[config.mk]
export PLATFORM = sky130hd
export DESIGN_NAME = rf_write_arbiter
export DESIGN_NICKNAME = d
export VERILOG_FILES = /design/src/rtl/rf_arb_pkg.sv /design/src/rtl/rf_arb_grant.sv /design/src/rtl/rf_write_arbiter.sv
export SDC_FILE = /design/constraint.sdc
export NUM_CORES = 1
export LEC_CHECK = 0
export ABC_AREA = 1
export CAP_MARGIN = 20
export CORE_MARGIN = 10
export CORE_UTILIZATION = 31
export CTS_CLUSTER_SIZE = 14
export DETAILED_ROUTE_END_ITERATION = 12
export GPL_TIMING_DRIVEN = 1
export MAX_ROUTING_LAYER = met4
export PLACE_DENSITY = 0.63
export SKIP_LAST_GASP = 1
export SLEW_MARGIN = 20
export SYNTH_ARGS = -nofsm -noshare
export SYNTH_HDL_FRONTEND = slang
export SYNTH_SLANG_ARGS = --single-unit
[constraint.sdc]
create_clock -name clk -period 3.4 [get_ports clk]
set_clock_uncertainty 0.2 [all_clocks]
set_input_delay 1.02 -clock clk [delete_from_list [all_inputs] [get_ports clk]]
set_output_delay 1.02 -clock clk [all_outputs]
set_load 0.005 [all_outputs]
[src/rtl/rf_arb_pkg.sv]
// Shared types and constants for the register-file write arbiter.
package rf_arb_pkg;

  typedef enum logic [1:0] {
    IDLE  = 2'd0,
    WRITE = 2'd1,
    HOLD  = 2'd2
  } state_t;

  localparam logic [4:0] REG_ZERO = 5'd0;

  localparam int DEF_NUM_REQ = 2;
  localparam int DEF_DATA_W  = 32;
  localparam int DEF_ADDR_W  = 5;

endpackage

[src/rtl/rf_arb_grant.sv]
// One-hot grant selection: fixed lowest-index priority, or round-robin from
// ptr when RF_ARB_ROUND_ROBIN_EN is defined.
module rf_arb_grant
  import rf_arb_pkg::*;
#(
  parameter int NUM_REQ = DEF_NUM_REQ,
  parameter int PTR_W   = 1
) (
`ifdef RF_ARB_ROUND_ROBIN_EN
  input  logic [PTR_W-1:0]   ptr,
`endif
  input  logic [NUM_REQ-1:0] valid,
  output logic [NUM_REQ-1:0] grant
);

  localparam logic [NUM_REQ-1:0] ONE = NUM_REQ'(1);

  always_comb begin
    logic               found;
    logic [NUM_REQ-1:0] sh;
    int unsigned        idx;
    grant = '0;
    found = 1'b0;
    sh    = '0;
    idx   = 0;
    for (int unsigned k = 0; k < NUM_REQ; k++) begin
`ifdef RF_ARB_ROUND_ROBIN_EN
      idx = (32'(ptr) + k) % NUM_REQ;
`else
      idx = k;
`endif
      sh = valid >> idx;
      if (!found && sh[0]) begin
        grant = ONE << idx;
        found = 1'b1;
      end
    end
  end

endmodule

[src/rtl/rf_write_arbiter.sv]
// Arbitrates NUM_REQ writeback requesters onto the single register-file write
// port. Optional round-robin arbitration: RF_ARB_ROUND_ROBIN_EN.
module rf_write_arbiter
  import rf_arb_pkg::*;
#(
  parameter int NUM_REQ = DEF_NUM_REQ,
  parameter int DATA_W  = DEF_DATA_W,
  parameter int ADDR_W  = DEF_ADDR_W
) (
  input  logic                      clk,
  input  logic                      reset,
  input  logic [NUM_REQ-1:0]        req_valid,
  input  logic [NUM_REQ*ADDR_W-1:0] req_addr,
  input  logic [NUM_REQ*DATA_W-1:0] req_data,
  output logic [NUM_REQ-1:0]        req_ready,
  input  logic                      rf_stall,
  output logic [ADDR_W-1:0]         dec_d,
  output logic                      dec_e,
  output logic [DATA_W-1:0]         wr_data,
  output logic                      busy
);

  localparam int PTR_W = (NUM_REQ > 1) ? $clog2(NUM_REQ) : 1;

  state_t              state, state_nx;
  logic                open;
  logic [NUM_REQ-1:0]  grant;
  logic [ADDR_W-1:0]   sel_addr;
  logic [DATA_W-1:0]   sel_data;
  logic                accepted;
  logic                write_nz;

  // Requests are only offered while the output stage is empty or draining.
  assign open = !reset && ((state == IDLE) || (state == WRITE && !rf_stall));

`ifdef RF_ARB_ROUND_ROBIN_EN
  logic [PTR_W-1:0] ptr;
  logic [PTR_W-1:0] win_idx;

  rf_arb_grant #(.NUM_REQ(NUM_REQ), .PTR_W(PTR_W)) u_grant (
    .ptr   (ptr),
    .valid (open ? req_valid : '0),
    .grant (grant)
  );
`else
  rf_arb_grant #(.NUM_REQ(NUM_REQ), .PTR_W(PTR_W)) u_grant (
    .valid (open ? req_valid : '0),
    .grant (grant)
  );
`endif

  assign req_ready = grant;
  assign accepted  = |grant;

  always_comb begin
    logic [NUM_REQ-1:0] gbit;
    sel_addr = '0;
    sel_data = '0;
    gbit     = '0;
`ifdef RF_ARB_ROUND_ROBIN_EN
    win_idx  = '0;
`endif
    for (int unsigned i = 0; i < NUM_REQ; i++) begin
      gbit = grant >> i;
      if (gbit[0]) begin
        sel_addr = req_addr[i*ADDR_W +: ADDR_W];
        sel_data = req_data[i*DATA_W +: DATA_W];
`ifdef RF_ARB_ROUND_ROBIN_EN
        win_idx  = PTR_W'(i);
`endif
      end
    end
  end

  // A grant to R0 completes the handshake but never reaches the decoder.
  assign write_nz = accepted && (sel_addr != ADDR_W'(REG_ZERO));

  always_comb begin
    state_nx = state;
    case (state)
      IDLE:    state_nx = write_nz ? WRITE : IDLE;
      WRITE:   state_nx = rf_stall ? HOLD : (write_nz ? WRITE : IDLE);
      HOLD:    state_nx = rf_stall ? HOLD : WRITE;
      default: state_nx = IDLE;
    endcase
  end

  always_ff @(posedge clk) begin
    if (reset) begin
      state   <= IDLE;
      dec_d   <= '0;
      wr_data <= '0;
    end else begin
      state <= state_nx;
      if (open && write_nz) begin
        dec_d   <= sel_addr;
        wr_data <= sel_data;
      end
    end
  end

`ifdef RF_ARB_ROUND_ROBIN_EN
  always_ff @(posedge clk) begin
    if (reset) begin
      ptr <= '0;
    end else if (accepted) begin
      if (win_idx == PTR_W'(NUM_REQ - 1)) ptr <= '0;
      else                                ptr <= win_idx + 1'b1;
    end
  end
`endif

  assign dec_e = (state != IDLE);
  assign busy  = (state != IDLE);

endmodule

==> summary.txt <==
Residual DRC: 0
Number of global-route vias before repair: 2496
Iter 0 DRT Violations: 71
Global-route wire length before repair: 12300 microns
Length in cells of the worst reg-to-reg path: 10
Met1 track utilization from global routing: 16.8%
Tightest slew margin relative to the limit: 45.1%
Gate count after technology mapping: 327
Crit path max-delay family: buffers and inverters
Worst setup path category: primary input to output port
Utilization after layout: 52.6%
Combined buffer and inverter count along the critical path: 2
Internal Pwr Total: 1.16 mW
Buffer count from post-CTS setup fixing: 0
Startpoint of the lowest-slack hold path: dec_d[2]
Worst setup timing slack at the placement stage: -0.293 ns
Pin count of the biggest net entering global routing: 38
Outcome: finished clean
Crit path required time: 2.18 ns
Worst EP arrival: 2.06 ns
TritonCTS Buffers: 5
Final nets: 528
#FFs+latches synth: 39
Yosys cell types: 22
Number of max-cap violations: 0
Router iterations before antenna repair: 4
Number of warnings issued by yosys: 0
Total Neg Setup Slack: 0 ns
Clock period minus final worst setup slack: 3.28 ns
Number of H-tree levels: 2
Total global routing track utilization: 13.7%
Type of the most critical hold path: register to register
Clock latency on the worst-skew pair: 0.28 ns
Layout overhead on the synthesized area: 62.3%
Maximum ir drop on the vdd rail: 0.223 mV
Clock Path Buffers: 2
Cell area after technology mapping: 0.00222 sq mm
Met3 Resource Use GR: 3.62%
Area inside the core boundary: 0.00687 sq mm
Clock-pin slew reported for the worst setup and hold paths after clock tree synthesis: 0.07 ns
Final routed wirelength across all metal layers: 7600 microns
Standard-cell rows: 30
Layout cell share with drive strength beyond 1: 8.44%
WHS Endpoint: dec_d[2]
Net Count, Synth: 406
Switching power: 617 uW
Critical path fanouts, max: 3
Remaining Overflow, GRT: 0
Number of sinks on the clock net: 39
Filler instances: 690
Total setup violations reported at the end of the flow: 0
Total number of vias: 2404
# IOs: 120
Initial Utilization: 32.4%
Die Outline Area: 0.0110 sq mm
Post-layout worst setup margin: 0.116 ns
Cell type contributing the most total cell area after synthesis: sky130_fd_sc_hd__dfxtp_1
Unrepaired setup endpoints after global routing: no
FF-to-FF setup slack: 1.08 ns
Top-area cell type share of the netlist area: 35.1%
Diodes inserted: 0
Critical path endpoint category: output port
Cell chain of the critical path: clkdlybuf4s50_1 > nand2_2 > nand3_2 > nor2_4 > dlygate4sd2_1
GP Congestion: 0.746
Pwr/cell area: 492 mW/mm^2
Endpoint of the lowest-slack register-to-register path: wr_data[26]
CP max stage delay: 0.45 ns
Portion of total power attributed to sequential cells: 34.3%
Cell leakage power: 1.65 nW
Slowest CP cell: sky130_fd_sc_hd__clkdlybuf4s50_1
Routed via count divided by cell count: 4.40
Combinational share of power: 48.4%
Final ANT Viol Nets: 0
Detailed placer's ending HPWL: 5560 microns
Number of endpoints with negative hold slack in the final report: 0
Chip height: 105 microns
Launching point of the worst reg2reg path: state[0]
Leading post-synthesis cells by cell area: sky130_fd_sc_hd__dfxtp_1, sky130_fd_sc_hd__nor2_1, sky130_fd_sc_hd__a22o_1
Number of antenna violations at the first check in global routing: 0
Slew @ Worst Pin: 0.822 ns
CTS Root Buffer Type: sky130_fd_sc_hd__clkbuf_8
Count of input and output buffers: 119
Max Freq: 305 MHz
Global route hottest layer: met2
TritonCTS clock tree: built
Fin. max-slew vios: 0
GR Util met2: 22.3%
Clock network fraction of design power: 17.3%
Worst hold path cell count: 2
Crit share post-route: 96.6%
Net switching fraction of the power: 34.7%
Critical path startpoint category: primary input
Die X-Extent: 105 microns
Detailed-route wire length per cell: 13.9 microns
Sequential cell area fraction in the yosys report: 35.1%
Average size of a mapped cell: 6.80 sq um
## metal layers
metal,vias up,routed length [microns]
met5,-,0
met4,0,31
met3,4,389
met2,75,3530
met1,1052,3640
li1,1273,-
## stage by stage
stage / std cells / total power, mW / area, sq um / hold WS, ns
6_report: 546 / 1.78 / 3610 / 0.298
5_1_grt: 546 / 1.94 / 3610 / 0.351
4_1_cts: 545 / 1.80 / 3600 / 0.298
3_5_place_dp: 537 / 1.48 / 3520 / 0.287
3_3_place_gp: 537 / 1.48 / 3520 / 0.291
2_1_floorplan: 327 / 1.09 / 2220 / 0.278
## area by class of cell
cell class	count	area [sq um]	area share [%]
timing repair buffer	133	1320	36.6
sequential	39	781	21.6
multi-input combinational	220	1120	31.0
tap	96	120	3.33
clock inverter	1	5.00	0.139
clock buffer	7	76.3	2.11
inverter	50	188	5.20
## cell usage after synthesis
cell type / n
sky130_fd_sc_hd__buf_1: 3
sky130_fd_sc_hd__nor2_4: 4
sky130_fd_sc_hd__buf_2: 3
sky130_fd_sc_hd__o22ai_1: 1
sky130_fd_sc_hd__inv_2: 3
sky130_fd_sc_hd__inv_1: 47
sky130_fd_sc_hd__nand3_1: 34
sky130_fd_sc_hd__nor2_2: 2
sky130_fd_sc_hd__nor2_1: 87
sky130_fd_sc_hd__buf_6: 9
sky130_fd_sc_hd__o21ai_0: 4
sky130_fd_sc_hd__a21oi_4: 1
sky130_fd_sc_hd__nand2_1: 47
sky130_fd_sc_hd__clkbuf_1: 3
sky130_fd_sc_hd__a21oi_2: 1
sky130_fd_sc_hd__nand3_2: 3
sky130_fd_sc_hd__a21oi_1: 1
sky130_fd_sc_hd__nand4_1: 1
sky130_fd_sc_hd__dfxtp_1: 39
sky130_fd_sc_hd__a22o_1: 32
sky130_fd_sc_hd__buf_4: 1
sky130_fd_sc_hd__nand2_2: 1
## layout by cell type (no fill, tap or decap), drive strengths merged
cell type	netlist	routed
clkbuf	3	7
o22ai	1	1
nand2	48	48
inv	50	50
o21ai	4	4
dlymetal6s2s	0	1
buf	16	14
a22o	32	32
nand3	37	37
nand4	1	1
clkdlybuf4s50	0	116
a21oi	3	3
clkinv	0	1
nor2	93	94
dlygate4sd2	0	2
dfxtp	39	39
## worst min-delay path, delay by kind of cell, from the launching register on
kind,cells,cell delay (ns)
DFF,1,0.32
and+or+nand+nor,2,0.15
## flip-flops by register name, indices dropped and copies added (netlist names)
name     flops
wr_data     32
dec_d        5
state        2
## timing repair
action,4_1_cts,5_1_grt
endpoints found under the setup margin,2,4
hold buffers,0,0
pin swaps,1,1
cloned,0,1
resized for setup,4,1
## cell families (layout without fill, tap and decap cells)
| logic type | count (synthesis) | in the layout | share of synthesized area [%] |
|---|---|---|---|
| AOI/OAI and AO/OA | 40 | 40 | 15.1 |
| buffers and inverters | 69 | 191 | 15.0 |
| and+or+nand+nor | 179 | 180 | 34.8 |
| DFF | 39 | 39 | 35.1 |
## worst max-delay path by stage
stage,startpoint,to,cells after the start
2_1_floorplan,reset,req_ready[1],4
3_3_place_gp,reset,req_ready[0],5
3_5_place_dp,reset,req_ready[0],5
4_1_cts,rf_stall,req_ready[0],5
5_1_grt,rf_stall,wr_data[15],11
6_report,rf_stall,req_ready[1],5
## power by group through the flow
stage          Clock [mW]  Sequential [mW]  Combinational (mW)
2_1_floorplan           0            0.626               0.464
3_3_place_gp            0            0.617               0.860
3_5_place_dp            0            0.620               0.864
4_1_cts             0.322            0.611               0.869
5_1_grt             0.342            0.625               0.975
6_report            0.308            0.610               0.859
No activity file was read; power rests on OpenSTA's default activity.
==> RTL edit: new RTL, config.mk and constraints unchanged <==
Encoding of `state_t`: now one-hot (3 bits for 3 states).
--- a/src/rtl/rf_arb_pkg.sv
+++ b/src/rtl/rf_arb_pkg.sv
@@ -1,10 +1,10 @@
 // Shared types and constants for the register-file write arbiter.
 package rf_arb_pkg;
 
-  typedef enum logic [1:0] {
-    IDLE  = 2'd0,
-    WRITE = 2'd1,
-    HOLD  = 2'd2
+  typedef enum logic [2:0] {
+    IDLE  = 3'b001,
+    WRITE = 3'b010,
+    HOLD  = 3'b100
   } state_t;
 
   localparam logic [4:0] REG_ZERO = 5'd0;
Function: no difference found for any inputs over 10 cycles, from zero or initial values and one cycle with reset high; not proved beyond that.
==> RTL edit against the original RTL <==
  * Worst hold slack gained 0.019 ns
  * Sequential cell count grew 1
  * Die area grew 10%
  * Largest cell class unchanged
  * Power grew 36%
  * Final area grew 6.9%
  * Wire length grew 5.0%
  * Largest power group unchanged
  * Worst setup slack lost 0.025 ns
  * Area after synthesis grew 13%
==> RTL edit: results <==
set metrics [dict create \
    outcome "completed" \
    drive_above_1_share_pct 16.48 \
    nets 536 \
    cts.repair.resized 3 \
    p_seq_share_pct 32.0 \
    met3_usage_pct 3.424 \
    grt_first_pass_wirelength_um 12980 \
    grt_use_met2_pct 23.07 \
    top_layer_used "met4" \
    power.density_nw_per_um2 626.6 \
    worst_ep_arrival_time_ns 2.09 \
    fill_cells 796 \
    cts_root_buf "clkbuf_8" \
    placed_cells 550 \
    pwr-share-clk_pct 11.8 \
    synth_seq_cells 40 \
    multi_input_gates 223 \
    place_area_um2 3772 \
    top_regs "wr_data x32, dec_d x5, state x3" \
    met2_length_um 3966 \
    inverters 51 \
    met3WireLength_um 532 \
    peakVddDrop_v 0.0002061 \
    ys_types 27 \
    diodes 0 \
    largest-register "wr_data" \
    buf_share_pct 34.67 \
    wl_met1_um 3380 \
    dp_slack_ns -0.2331 \
    clock_area_share_pct 1.784 \
    yosysSeqAreaShare_pct 31.89 \
    critPathMaxFanout 2 \
    multi_input_area_um2 1331 \
    internal_power_uw 1545 \
    max-slew-margin-rel_pct 74.05 \
    postCtsSetupBuffers 2 \
    totalWireLength_um 7978 \
    seq-cell-share_pct 20.76 \
    syn_nets 415 \
    avgViaCountPerCell 4.610 \
    critical-path-max-stage-delay_ns 0.41 \
    clk_latency_ns 0.28 \
    synth_area_leaders "dfxtp_1, nor2_1, nor3_2" \
    first_global_vias 2710 \
    grt_use_met1_pct 15.30 \
    worstHoldPathType "reg -> reg" \
    grt.total_usage_pct 13.54 \
    die_area_um2 12100 \
    ys_async_sr_fraction_pct 0 \
    gp_routability_congestion 0.8186 \
    drtIter0Drc 92 \
    postSynthAreaPerCell_um2 7.474 \
    leakagePower_uw 0.001714 \
    netlist_top_cells_count "nor2_1, inv_1, dfxtp_1" \
    drt-pass1-iter-count 4 \
    fin_cells 557 \
    p_total_uw 2417 \
    buffers 136 \
    grt_max_degree 36 \
    hpwl_um 6140 \
]
RTL edit: changes by cell type in the layout (fill, tap and decap cells not counted), sizes merged, moves of 2 or more:
cell and change:
nor3 +37, nand2 -30, nand3 -29, nor2 +22, buf +3, nand4 +2
RTL edit: path summary, 6_finish.rpt:
check,end,start,slack [ns],depth (start not counted)
worst max-delay path,req_ready[1],rf_stall,0.09,8
worst max register to register,wr_data[22],state[1],0.90,13
worst min-delay path,dec_d[2],dec_d[2],0.32,2
worst min register to register,dec_d[2],dec_d[2],0.32,2
RTL edit: worst max-delay path, delay by kind of cell:
family,cells,cell delay (ns)
buffers and inverters,4,0.74
AND/OR/NAND/NOR,4,0.33
RTL edit: kinds of logic (layout without fill, tap and decap cells):
logic type	Yosys count	count (layout)	synth area share, %
AOI/OAI and AO/OA	41	41	13.30
buffers and inverters	73	192	15.40
DFF	40	40	31.89
and+or+nand+nor	182	182	39.41
